$ cat config.mk
export PLATFORM = sky130hd
export DESIGN_NAME = fir_queue_sequencer
export DESIGN_NICKNAME = d
export VERILOG_FILES = /design/src/rtl/fir_seq_pkg.sv /design/src/rtl/queue_wr_tracker.sv /design/src/rtl/fir_queue_sequencer.sv
export SDC_FILE = /design/constraint.sdc
export NUM_CORES = 1
export LEC_CHECK = 0
export ABC_CLOCK_PERIOD_IN_PS = 3000
export CAP_MARGIN = 20
export CORE_ASPECT_RATIO = 1.75
export CORE_MARGIN = 1
export CORE_UTILIZATION = 57
export CTS_BUF_LIST = sky130_fd_sc_hd__clkbuf_2
export DETAILED_ROUTE_END_ITERATION = 10
export PLACE_DENSITY = 0.82
export SLEW_MARGIN = 0
export SYNTH_ARGS = -nofsm -noshare
export SYNTH_HDL_FRONTEND = slang
export SYNTH_SLANG_ARGS = --single-unit
$ cat constraint.sdc
create_clock -name clk -period 3 [get_ports clk]
set_input_delay 0.75 -clock clk [delete_from_list [all_inputs] [get_ports clk]]
set_output_delay 0.75 -clock clk [all_outputs]
set_load 0.02 [all_outputs]
$ cat src/rtl/fir_seq_pkg.sv
// Shared types and default constants for the per-band FIR queue sequencer.
package fir_seq_pkg;

  localparam int unsigned ADDR_W_DEF = 10;
  localparam int unsigned TAPS_DEF   = 1021;
  localparam int unsigned DECIM_DEF  = 2;
  localparam int unsigned RD_LAT     = 1;

  typedef enum logic [2:0] {
    IDLE,
    CLR,
    SWEEP,
    DRAIN,
    DONE
  } state_e;

endpackage

$ cat src/rtl/queue_wr_tracker.sv
// Write-side bookkeeping: decimation, write pointer, fill level and sweep trigger.
module queue_wr_tracker
  import fir_seq_pkg::*;
#(
  parameter int unsigned ADDR_W = ADDR_W_DEF,
  parameter int unsigned TAPS   = TAPS_DEF,
  parameter int unsigned DECIM  = DECIM_DEF
) (
  input  logic              clk,
  input  logic              rst_n,
  input  logic              smpl_vld_i,
  output logic              accept_o,
  output logic              trigger_o,
  output logic [ADDR_W-1:0] new_ptr_o,
  output logic [ADDR_W-1:0] oldest_o,
  output logic              sequencing_o
);

  localparam int unsigned DEC_W = (DECIM > 1) ? $clog2(DECIM) : 1;

  logic [DEC_W-1:0]  dec_cnt_q, dec_cnt_d;
  logic [ADDR_W-1:0] new_ptr_q, new_ptr_d;
  logic [ADDR_W-1:0] fill_cnt_q, fill_cnt_d;
  logic              seq_q;
  logic              dec_last;

  assign dec_last = (dec_cnt_q == DEC_W'(DECIM - 1));
  // Gating with rst_n keeps the combinational write strobe quiet during reset.
  assign accept_o  = smpl_vld_i & rst_n & dec_last;
  assign trigger_o = accept_o & (fill_cnt_q >= ADDR_W'(TAPS - 1));

  always_comb begin
    dec_cnt_d  = dec_cnt_q;
    new_ptr_d  = new_ptr_q;
    fill_cnt_d = fill_cnt_q;
    if (smpl_vld_i) begin
      dec_cnt_d = dec_last ? '0 : dec_cnt_q + 1'b1;
    end
    if (accept_o) begin
      new_ptr_d = new_ptr_q + 1'b1;
      if (fill_cnt_q != ADDR_W'(TAPS)) begin
        fill_cnt_d = fill_cnt_q + 1'b1;
      end
    end
  end

  always_ff @(posedge clk or negedge rst_n) begin
    if (!rst_n) begin
      dec_cnt_q  <= '0;
      new_ptr_q  <= '0;
      fill_cnt_q <= '0;
      seq_q      <= 1'b0;
    end else begin
      dec_cnt_q  <= dec_cnt_d;
      new_ptr_q  <= new_ptr_d;
      fill_cnt_q <= fill_cnt_d;
      seq_q      <= (fill_cnt_d == ADDR_W'(TAPS));
    end
  end

  assign new_ptr_o    = new_ptr_q;
  // The sample being written now is the newest, so the window starts TAPS-1 behind it.
  assign oldest_o     = new_ptr_q + ADDR_W'(1) - ADDR_W'(TAPS);
  assign sequencing_o = seq_q;

endmodule

$ cat src/rtl/fir_queue_sequencer.sv
// Per-band controller for the circular sample queue and its FIR MAC engine.
module fir_queue_sequencer
  import fir_seq_pkg::*;
#(
  parameter int unsigned ADDR_W = ADDR_W_DEF,
  parameter int unsigned TAPS   = TAPS_DEF,
  parameter int unsigned DECIM  = DECIM_DEF
) (
  input  logic              clk,
  input  logic              rst_n,
  input  logic              smpl_vld,
  input  logic              clr_ovr,
  output logic              we,
  output logic [ADDR_W-1:0] waddr,
  output logic [ADDR_W-1:0] raddr,
  output logic [ADDR_W-1:0] coeff_addr,
  output logic              mac_clr,
  output logic              mac_en,
  output logic              result_vld,
  output logic              sequencing,
  output logic              busy,
  output logic              overrun
);

  state_e            state_q, state_d;
  logic [ADDR_W-1:0] raddr_q, raddr_d;
  logic [ADDR_W-1:0] coeff_q, coeff_d;
  logic [ADDR_W-1:0] oldest_q, oldest_d;
  logic [ADDR_W-1:0] oldest_w;
  logic              overrun_q, overrun_d;
  logic              accept, trigger;
  logic [RD_LAT-1:0] mac_pipe_q;

  queue_wr_tracker #(
    .ADDR_W (ADDR_W),
    .TAPS   (TAPS),
    .DECIM  (DECIM)
  ) u_wr_tracker (
    .clk          (clk),
    .rst_n        (rst_n),
    .smpl_vld_i   (smpl_vld),
    .accept_o     (accept),
    .trigger_o    (trigger),
    .new_ptr_o    (waddr),
    .oldest_o     (oldest_w),
    .sequencing_o (sequencing)
  );

  always_comb begin
    state_d    = state_q;
    raddr_d    = raddr_q;
    coeff_d    = coeff_q;
    oldest_d   = oldest_q;
    overrun_d  = overrun_q;
    mac_clr    = 1'b0;
    result_vld = 1'b0;

    if (clr_ovr) overrun_d = 1'b0;
    if (trigger && (state_q != IDLE)) overrun_d = 1'b1;

    unique case (state_q)
      IDLE: begin
        if (trigger) begin
          state_d  = CLR;
          oldest_d = oldest_w;
        end
      end
      CLR: begin
        mac_clr = 1'b1;
        raddr_d = oldest_q;
        coeff_d = '0;
        state_d = SWEEP;
      end
      SWEEP: begin
        // coeff_addr doubles as the issue counter; the last issue leaves both addresses parked.
        if (coeff_q == ADDR_W'(TAPS - 1)) begin
          state_d = DRAIN;
        end else begin
          raddr_d = raddr_q + 1'b1;
          coeff_d = coeff_q + 1'b1;
        end
      end
      DRAIN: state_d = DONE;
      DONE: begin
        result_vld = 1'b1;
        state_d    = IDLE;
      end
      default: state_d = IDLE;
    endcase
  end

  always_ff @(posedge clk or negedge rst_n) begin
    if (!rst_n) begin
      state_q    <= IDLE;
      raddr_q    <= '0;
      coeff_q    <= '0;
      oldest_q   <= '0;
      overrun_q  <= 1'b0;
      mac_pipe_q <= '0;
    end else begin
      state_q    <= state_d;
      raddr_q    <= raddr_d;
      coeff_q    <= coeff_d;
      oldest_q   <= oldest_d;
      overrun_q  <= overrun_d;
      // Issue-valid delayed by the RAM/ROM read latency.
      mac_pipe_q <= RD_LAT'({mac_pipe_q, (state_q == SWEEP)});
    end
  end

  assign we         = accept;
  assign raddr      = raddr_q;
  assign coeff_addr = coeff_q;
  assign mac_en     = mac_pipe_q[RD_LAT-1];
  assign busy       = (state_q != IDLE);
  assign overrun    = overrun_q;

endmodule

==> impl_metrics.tcl, run 1 <==
set metrics [dict create \
    finalNetCount 382 \
    grt_pass1_wl_um 10900 \
    setup_ws_ns 0.176 \
    postRouteAntennaNets 0 \
    relSlewSlack_pct 52.8 \
    path_depth 4 \
    cap_violations 0 \
    pwr_density_cell_mw_per_mm2 548 \
    seq_area_frac_synth_pct 45.5 \
    report.power.total_w 0.00200 \
    cp-endpoint "we" \
    grt_pass1_vias 2446 \
    fin_setup_tns_ns 0 \
    violations "design-rule violations" \
    grt_max_degree 58 \
    synth_edf_count 0 \
    post-route-period-util_pct 94.1 \
    cts_buffers 9 \
    wl_per_cell_um 15.0 \
    p_sw_share_pct 35.7 \
    regToRegSetupSlack_ns 0.43 \
    post-place-ws_ns 0.174 \
    hold_class "input port to async pin" \
    whs_ns 0.425 \
    cts_resized 0 \
    combPwrFrac_pct 27.9 \
    vias 2586 \
    avgSynthCellArea_sq_um 9.43 \
    path_delay_family "buffers and inverters" \
    setup_viol_count_final 0 \
    fin_crit_ns 2.82 \
    cts_tree "yes" \
    p_sw_w 0.000715 \
    r2r_cells 6 \
    pwr-share-clk_pct 24.2 \
    rsz0062_at_grt "false" \
    synth_cells 332 \
    post_cts_buffers 0 \
    syn-cell-area_sq_mm 0.00313 \
    yosys_register_bits 57 \
    cp_common_cell "clkdlybuf4s50_1" \
    clockBufferDepth 2 \
    crit_fanout 3 \
    synth.distinct_cells 60 \
    vias_per_cell 6.00 \
    worst_ep_required_time_ns 2.25 \
    die_w_um 58.0 \
    route.detailed.drc 2 \
    yosysWarnings 0 \
    synth_ff_type "dfrtp_1" \
    tightestPinTransition_ns 0.708 \
    slowest_stage "clkdlybuf4s50_1" \
    antenna_found_initial 0 \
    clock-sinks 57 \
    fin_skew_ns 0.0147 \
    path_clk_slew_ns 0.16 \
    drive_above_1_share_pct 9.57 \
    port_buffers 40 \
    dp_hpwl_um 4520 \
    h-tree-depth 3 \
    num_antenna_cells 0 \
    clock.fmax_ghz 0.354 \
    drt_iter0_drc 90 \
    status "finished, violations left" \
    holdBufCountCts 0 \
    cp.arrival_ns 2.07 \
    pin_count 41 \
    seqPwrFrac_pct 47.9 \
    placementRows 35 \
    initial_core_util_pct 59.6 \
    start_kind "input port" \
    dieArea_sq_mm 0.00581 \
    async_reset_ff_share_pct 100 \
    cp_num_buf_inv 3 \
    die_h_um 100 \
    cpPeakStageDelay_ns 0.60 \
    reg2reg_from "u_wr_tracker.new_ptr_o[1]" \
    leakage_nw 1.57 \
    hold_viol_final 0 \
    cts-root-buf "clkbuf_2" \
    drt_first_pass_iters 7 \
    power.internal_w 0.00129 \
    globalRouteTotalUtil_pct 24.6 \
    ir_drop_v 0.000603 \
    routed_wl_um 6480 \
    critPathLaunch "smpl_vld" \
    gp_congestion 0.902 \
    clkLatencyLatePin_ns 0.50 \
    synthToLayoutAreaGrowth_pct 16.8 \
    synth_nets 343 \
    fp.coreArea_sq_mm 0.00526 \
    worstPathCellList "clkdlybuf4s50_1 > nand3_1 > inv_1 > clkdlybuf4s50_1" \
    endpoint_kind "output pin" \
    gr-total-overflow 0 \
    report.final.slew_viol_count 0 \
    worstReg2RegEnd "oldest_q[9]" \
    critPathKind "input port to output pin" \
]
==> per-layer routing <==
metal  vias up  global-route usage, %  wire length (um)
met3        11                   6.57               242
met5         -                      0                 0
met4         0                   10.1               108
li1       1270                      -                 -
met2        61                   42.6              3460
met1      1244                   28.2              2670
==> kinds of logic after synthesis <==
family                     count (synthesis)  share of synthesized area (%)
AOI/OAI and AO/OA                         66                           14.1
buffers and inverters                     31                           4.36
DFF                                       57                           45.5
adders and majority gates                  7                           2.80
and+or+nand+nor                          136                           23.2
xor gates and xnor gates                  32                           8.95
muxes                                      3                           1.04
==> synth_stat cells (2+ instances only) <==
| cell | number | area, sq um |
|---|---|---|
| nor3b_1 | 4 | 30.0 |
| buf_1 | 2 | 7.51 |
| o21a_1 | 4 | 30.0 |
| xnor2_1 | 16 | 140 |
| ha_1 | 7 | 87.6 |
| dfrtp_1 | 57 | 1430 |
| clkbuf_1 | 7 | 26.3 |
| nand2_1 | 36 | 135 |
| o22ai_1 | 3 | 18.8 |
| mux2_2 | 2 | 22.5 |
| and4_1 | 2 | 17.5 |
| or4_1 | 2 | 15.0 |
| or3_1 | 2 | 12.5 |
| nor2b_1 | 3 | 18.8 |
| nor3_1 | 9 | 45.0 |
| inv_1 | 13 | 48.8 |
| xor2_1 | 16 | 140 |
| o31ai_1 | 4 | 30.0 |
| and3_1 | 2 | 12.5 |
| nand4_1 | 13 | 81.3 |
| a41oi_1 | 2 | 17.5 |
| and2_1 | 5 | 31.3 |
| nor4_1 | 3 | 18.8 |
| o21ai_0 | 17 | 85.1 |
| nand2b_1 | 2 | 12.5 |
| or2_2 | 3 | 18.8 |
| a21oi_1 | 17 | 85.1 |
| o2bb2ai_1 | 2 | 17.5 |
| nand3_1 | 19 | 95.1 |
| buf_2 | 6 | 30.0 |
| nor2_1 | 20 | 75.1 |
| a31oi_1 | 4 | 25.0 |
==> power groups by stage <==
stage	clock, W	combinational (W)	sequential (W)
after floorplan	0	0.000417	0.000949
after global placement	0	0.000533	0.000970
after detailed placement	0	0.000556	0.000971
after CTS	0.000495	0.000561	0.000957
after global routing	0.000532	0.000617	0.000975
final	0.000485	0.000559	0.000959
==> cells in the final DEF, fill, tap and decap left out, types with 3 or more instances in the layout <==
master,n
a21oi_1,17
a31oi_1,4
and2_1,5
buf_4,6
clkbuf_2,12
clkdlybuf4s50_1,39
dfrtp_1,57
ha_1,7
inv_1,13
nand2_1,36
nand3_1,19
nand4_1,13
nor2_1,20
nor2b_1,3
nor3_1,9
nor3b_1,4
nor4_1,3
o21a_1,4
o21ai_0,17
o22ai_1,3
o31ai_1,4
or2_2,3
xnor2_1,16
xor2_1,16
==> through the flow <==
step | util (%) | instance area (sq um) | std cells
after floorplan | - | 3130 | 332
after global placement | 67.6 | 3550 | 415
after detailed placement | 67.6 | 3550 | 415
after CTS | 69.6 | 3660 | 431
after global routing | 69.6 | 3660 | 431
final | 69.6 | 3660 | 431
==> worst reg2reg max path, stage by stage, from the launching register on <==
cell	delay, ns
dfrtp_1	0.56
ha_1	0.40
and3b_4	0.27
or4_4	0.56
a211o_2	0.36
and4bb_2	0.30
o31ai_2	0.05
==> cell type report <==
type	count	area, sq um
Clock inverter	4	43.8
Sequential cell	57	1430
Tap cell	55	68.8
Multi-Input combinational cell	244	1570
Timing Repair Buffer	46	440
Clock buffer	12	60.1
Fill cell	442	1600
Inverter	13	48.8
==> worst min path at each step <==
stage	cells past startpoint	slack, ns	startpoint	end
after floorplan	2	0.44	oldest_q[3]	oldest_q[3]
after global placement	2	0.46	oldest_q[4]	oldest_q[4]
after detailed placement	2	0.47	oldest_q[4]	oldest_q[4]
after CTS	2	0.42	rst_n	u_wr_tracker.fill_cnt_q[4]
after global routing	2	0.44	rst_n	state_q[2]
final	2	0.43	rst_n	u_wr_tracker.new_ptr_o[8]
==> state kept, by name (all words and copies together), names as in the netlist <==
register                   cells
u_wr_tracker.sequencing_o      1
raddr                         10
mac_en                         1
u_wr_tracker.new_ptr_o        10
coeff_addr                    10
overrun                        1
u_wr_tracker.fill_cnt_q       10
state_q                        3
u_wr_tracker.dec_cnt_q         1
oldest_q                      10
No activity file was read; power rests on OpenSTA's default activity.
==> run 2: changes to the inputs <==
--- a/config.mk
+++ b/config.mk
@@ -11,8 +11,10 @@
 export CORE_MARGIN = 1
 export CORE_UTILIZATION = 57
 export CTS_BUF_LIST = sky130_fd_sc_hd__clkbuf_2
+export CTS_CLUSTER_SIZE = 12
 export DETAILED_ROUTE_END_ITERATION = 10
-export PLACE_DENSITY = 0.82
+export GPL_TIMING_DRIVEN = 0
+export PLACE_DENSITY = 0.8
 export SLEW_MARGIN = 0
 export SYNTH_ARGS = -nofsm -noshare
 export SYNTH_HDL_FRONTEND = slang
==> run 2 against run 1 <==
  * Clock power down 1%
  * Critical path depth shrank 1
  * Worst hold slack lost 0.36 ns
  * Die area unchanged
  * Core utilization increased by 2.4 points
  * Combinational power grew 9.3%
  * The flow still finishes with violations (design-rule violations)
  * Cell area up 3.5%
  * Register-to-register slack improved by 0.10 ns
  * Sequential power decreased by 3.3%
  * Sequential cell count is the same
  * Non-clock buffer count grew 14
==> impl_metrics.tcl, run 2 (synthesized netlist as in run 1, its figures left out) <==
set metrics [dict create \
    status "finished, violations left" \
    violations "design-rule violations" \
    cap_violations 0 \
    cp.arrival_ns 2.12 \
    vias 2696 \
    tightestPinTransition_ns 0.544 \
    start_kind "register" \
    initial_core_util_pct 59.6 \
    cts-root-buf "clkbuf_2" \
    worst_ep_required_time_ns 2.25 \
    p_sw_share_pct 35.9 \
    fin_skew_ns 0.0203 \
    die_h_um 100 \
    whs_ns 0.0643 \
    port_buffers 40 \
    finalNetCount 396 \
    grt_pass1_vias 2714 \
    route.detailed.drc 5 \
    setup_viol_count_final 0 \
    post-route-period-util_pct 95.8 \
    routed_wl_um 6820 \
    cts_tree "yes" \
    h-tree-depth 3 \
    pin_count 41 \
    endpoint_kind "output pin" \
    instances_no_fill 445 \
    crit_fanout 10 \
    combPwrFrac_pct 30.3 \
    num_antenna_cells 0 \
    pwr_density_cell_mw_per_mm2 533 \
    drt_first_pass_iters 7 \
    cts_buffers 9 \
    placementRows 35 \
    antenna_found_initial 0 \
    grt_pass1_wl_um 11500 \
    rsz0062_at_grt "false" \
    globalRouteTotalUtil_pct 25.8 \
    die_w_um 58.0 \
    dieArea_sq_mm 0.00581 \
    place_inst 428 \
    postRouteAntennaNets 0 \
    final_common_cell "dfrtp_1" \
    synthToLayoutAreaGrowth_pct 20.8 \
    hold_viol_final 0 \
    regToRegSetupSlack_ns 0.53 \
    clock-sinks 57 \
    drive_above_1_share_pct 11.0 \
    wl_per_cell_um 15.3 \
    power.internal_w 0.00129 \
    layout_common_cells "dfrtp_1 (57), clkdlybuf4s50_1 (38), nand2_1 (36), nor2_1 (20), nand3_1 (19)" \
    dp_hpwl_um 4680 \
    hold_class "input port to async pin" \
    vias_per_cell 6.06 \
    path_clk_slew_ns 0.18 \
    gr-total-overflow 0 \
    clkLatencyLatePin_ns 0.50 \
    p_sw_w 0.000724 \
    pwr-share-clk_pct 23.7 \
    fin_setup_tns_ns 0 \
    holdBufCountCts 0 \
    ir_drop_v 0.000670 \
    seqPwrFrac_pct 46.0 \
    drt_iter0_drc 99 \
    report.final.slew_viol_count 0 \
    grt_max_degree 24 \
    fp.coreArea_sq_mm 0.00526 \
    relSlewSlack_pct 63.5 \
    gp_congestion 0.929 \
    leakage_nw 1.62 \
    fin_crit_ns 2.87 \
    critPathKind "register to output pin" \
    clockBufferDepth 2 \
    r2r_cells 7 \
    clock.fmax_ghz 0.348 \
]
[run 2: what timing repair did]
item,4_1_cts,5_1_grt
endpoints found under the setup margin,2,1
gates resized for setup,8,3
setup buffers,0,0
cloned,1,0
[run 2: worst paths after layout]
path / to / start
min reg2reg: oldest_q[7] / oldest_q[7]
min in group clk: oldest_q[7] / oldest_q[7]
max in group asynchronous: u_wr_tracker.new_ptr_o[9] / rst_n
max reg2reg: oldest_q[9] / u_wr_tracker.new_ptr_o[1]
min: coeff_addr[4] / rst_n
max: mac_clr / state_q[2]
[run 2: cell type report]
class | instances | area (sq um)
Multi-Input combinational cell | 244 | 1580
Fill cell | 405 | 1470
Sequential cell | 57 | 1430
Timing Repair Buffer | 42 | 460
Buffer | 18 | 92.6
Tap cell | 55 | 68.8
Clock inverter | 7 | 61.3
Inverter | 13 | 48.8
Clock buffer | 9 | 45.0
[run 2: metal layers]
metal  GRT usage, %  share of wire [%]
met5              0                  0
met4           15.6                2.1
met3           7.60                4.5
met2           44.3                 54
met1           27.2                 40
[run 2: through the flow]
step / setup slack, ns / cell area [sq um] / util (%) / power [W]
6_report: 0.126 / 3780 / 72.0 / 0.00202
4_1_cts: 0.0331 / 3770 / 71.8 / 0.00203
3_3_place_gp: -2.44 / 3600 / 68.5 / 0.00152
3_5_place_dp: -0.582 / 3620 / 68.8 / 0.00154
5_1_grt: 0.00867 / 3780 / 72.0 / 0.00214
2_1_floorplan: 0.565 / 3130 / - / 0.00137
[run 2: critical path: stages (launching register included)]
cell,delay [ns]
dfrtp_1,0.50
nor3b_4,0.26
clkbuf_4,0.25
clkdlybuf4s50_1,0.62
[run 2: power by group through the flow]
stage	registers, W	clock network, W	logic (W)
3_3_place_gp	0.000941	0	0.000583
5_1_grt	0.000941	0.000522	0.000675
2_1_floorplan	0.000949	0	0.000417
4_1_cts	0.000926	0.000492	0.000610
6_report	0.000927	0.000478	0.000611
3_5_place_dp	0.000941	0	0.000597
==> run 3: changes to the inputs <==
==> constraint.sdc (replaced) <==
create_clock -name clk -period 3 [get_ports clk]
set_input_delay 0.75 -clock clk [delete_from_list [all_inputs] [get_ports clk]]
set_output_delay 0.75 -clock clk [all_outputs]
set_load 0.05 [all_outputs]
==> run 3 against run 2 <==
  * The flow still finishes with violations (design-rule violations)
  * Register-to-register slack is essentially flat
  * Final cell count shrank 0.45%
  * Wire length shrank 5.2%
  * Largest power group unchanged
  * Worst hold slack lost 0.0085 ns
  * Critical endpoint is now result_vld
  * Sequential power grew 0.5%
  * Clock power is essentially flat
  * Total power grew 3.3%
  * Setup slack gained 0.067 ns
  * Maximum frequency grew 2.4%
==> impl_metrics.tcl, run 3 (synthesized netlist as in run 1, its figures left out) <==
set metrics [dict create \
    hold_viol_final 0 \
    post-place-ws_ns -0.782 \
    layout_common_cells "dfrtp_1 (57), clkdlybuf4s50_1 (37), nand2_1 (36), nor2_1 (20), nand3_1 (18)" \
    cts_buffers 9 \
    post_cts_buffers 0 \
    worstPathCellList "nor3b_1 > clkdlybuf4s50_1" \
    critPathKind "register to output pin" \
    reg2reg_from "u_wr_tracker.new_ptr_o[1]" \
    final_common_cell "dfrtp_1" \
    grt_pass1_wl_um 11300 \
    rsz0062_at_grt "false" \
    drt_iter0_drc 114 \
    nFillCells 419 \
    status "finished, violations left" \
    ir_drop_v 0.000735 \
    report.final.slew_viol_count 0 \
    port_buffers 40 \
    worstReg2RegEnd "oldest_q[9]" \
    regArea_sq_mm 0.00143 \
    finalNetCount 394 \
    cp.arrival_ns 2.06 \
    initial_core_util_pct 59.6 \
    fin_skew_ns 0.0235 \
    cts-root-buf "clkbuf_2" \
    drive_above_1_share_pct 11.3 \
    fin_crit_ns 2.81 \
    cts_tree "yes" \
    vias_per_cell 6.01 \
    route.detailed.drc 5 \
    cpPeakStageDelay_ns 0.84 \
    crit_fanout 6 \
    finish.instance_area_sq_mm 0.00374 \
    regToRegSetupSlack_ns 0.52 \
    die_w_um 58.0 \
    clock.fmax_ghz 0.356 \
    instances_no_fill 443 \
    postRouteAntennaNets 0 \
    worst_ep_required_time_ns 2.25 \
    antenna_found_initial 0 \
    h-tree-depth 3 \
    multiInputGateArea_sq_mm 0.00159 \
    clkLatencyLatePin_ns 0.50 \
    post-route-period-util_pct 93.6 \
    dieArea_sq_mm 0.00581 \
    tightestPinTransition_ns 0.557 \
    die_h_um 100 \
    holdBufCountCts 0 \
    slowest_stage "clkdlybuf4s50_1" \
    violations "design-rule violations" \
    r2r_cells 7 \
    placed_cell_area_sq_mm 0.00362 \
    hold_class "input port to async pin" \
    start_kind "register" \
    dp_hpwl_um 4680 \
    globalRouteTotalUtil_pct 25.1 \
    clockBufferDepth 2 \
    pwr_density_cell_mw_per_mm2 556 \
    wl_per_cell_um 14.6 \
    gr-total-overflow 0 \
    fp.coreArea_sq_mm 0.00526 \
    grt_pass1_vias 2685 \
    vias 2662 \
    cap_violations 0 \
    gp_congestion 0.929 \
    synthToLayoutAreaGrowth_pct 19.6 \
    placementRows 35 \
    drt_first_pass_iters 7 \
    clock-sinks 57 \
    leakage_nw 1.59 \
    num_antenna_cells 0 \
    endpoint_kind "output pin" \
    pin_count 41 \
    grt_max_degree 39 \
    place_inst 428 \
    critPathLaunch "state_q[2]" \
    setup_ws_ns 0.193 \
    routed_wl_um 6470 \
    setup_viol_count_final 0 \
    path_clk_slew_ns 0.18 \
    relSlewSlack_pct 62.6 \
]
## run 3: worst max-delay path by stage
stage | depth (start not counted) | end
2_1_floorplan | 7 | oldest_q[9]
3_3_place_gp | 5 | we
3_5_place_dp | 6 | we
4_1_cts | 5 | we
5_1_grt | 3 | busy
6_report | 2 | result_vld
## run 3: per-stage QoR
stage	utilization, %	total power (W)	hold slack (ns)	setup TNS [ns]
2_1_floorplan	-	0.00143	0.445	0
3_3_place_gp	68.5	0.00159	0.461	-93.83
3_5_place_dp	68.8	0.00161	0.467	-2.69
4_1_cts	71.0	0.00209	0.0258	0
5_1_grt	71.3	0.00220	0.0169	0
6_report	71.3	0.00208	0.0558	0
## run 3: per-layer routing
| metal | wire length, um | global-route usage [%] | vias to the layer above | part of all wire, % |
|---|---|---|---|---|
| li1 | - | - | 1280 | - |
| met1 | 2570 | 26.4 | 1283 | 40 |
| met5 | 0 | 0 | - | 0 |
| met3 | 276 | 7.35 | 18 | 4.3 |
| met4 | 153 | 15.2 | 0 | 2.4 |
| met2 | 3460 | 43.0 | 81 | 54 |
## run 3: what timing repair did
action	in CTS	in global routing
resized for setup	12	2
pin swaps	0	0
cloned	0	0
setup endpoints to repair	2	2
## run 3: power breakdown
group          internal (W)  switching [W]
clock network      0.000182       0.000296
logic              0.000267       0.000405
registers          0.000838      0.0000944
## run 3: critical path, delay by kind of cell, from the launching register on
| family | cells | cell delay, ns |
|---|---|---|
| buffers and inverters | 1 | 0.84 |
| DFF | 1 | 0.47 |
| and+or+nand+nor | 1 | 0.25 |
## run 3: layout make-up
| class | count | area share [%] |
|---|---|---|
| plain buffers | 17 | 2.27 |
| clock buffers | 9 | 1.20 |
| clock inverters | 7 | 1.64 |
| inverters | 13 | 1.30 |
| multi-input cells | 244 | 42.4 |
| flip-flops and latches | 57 | 38.1 |
| well taps | 55 | 1.84 |
| repair buffers | 41 | 11.3 |
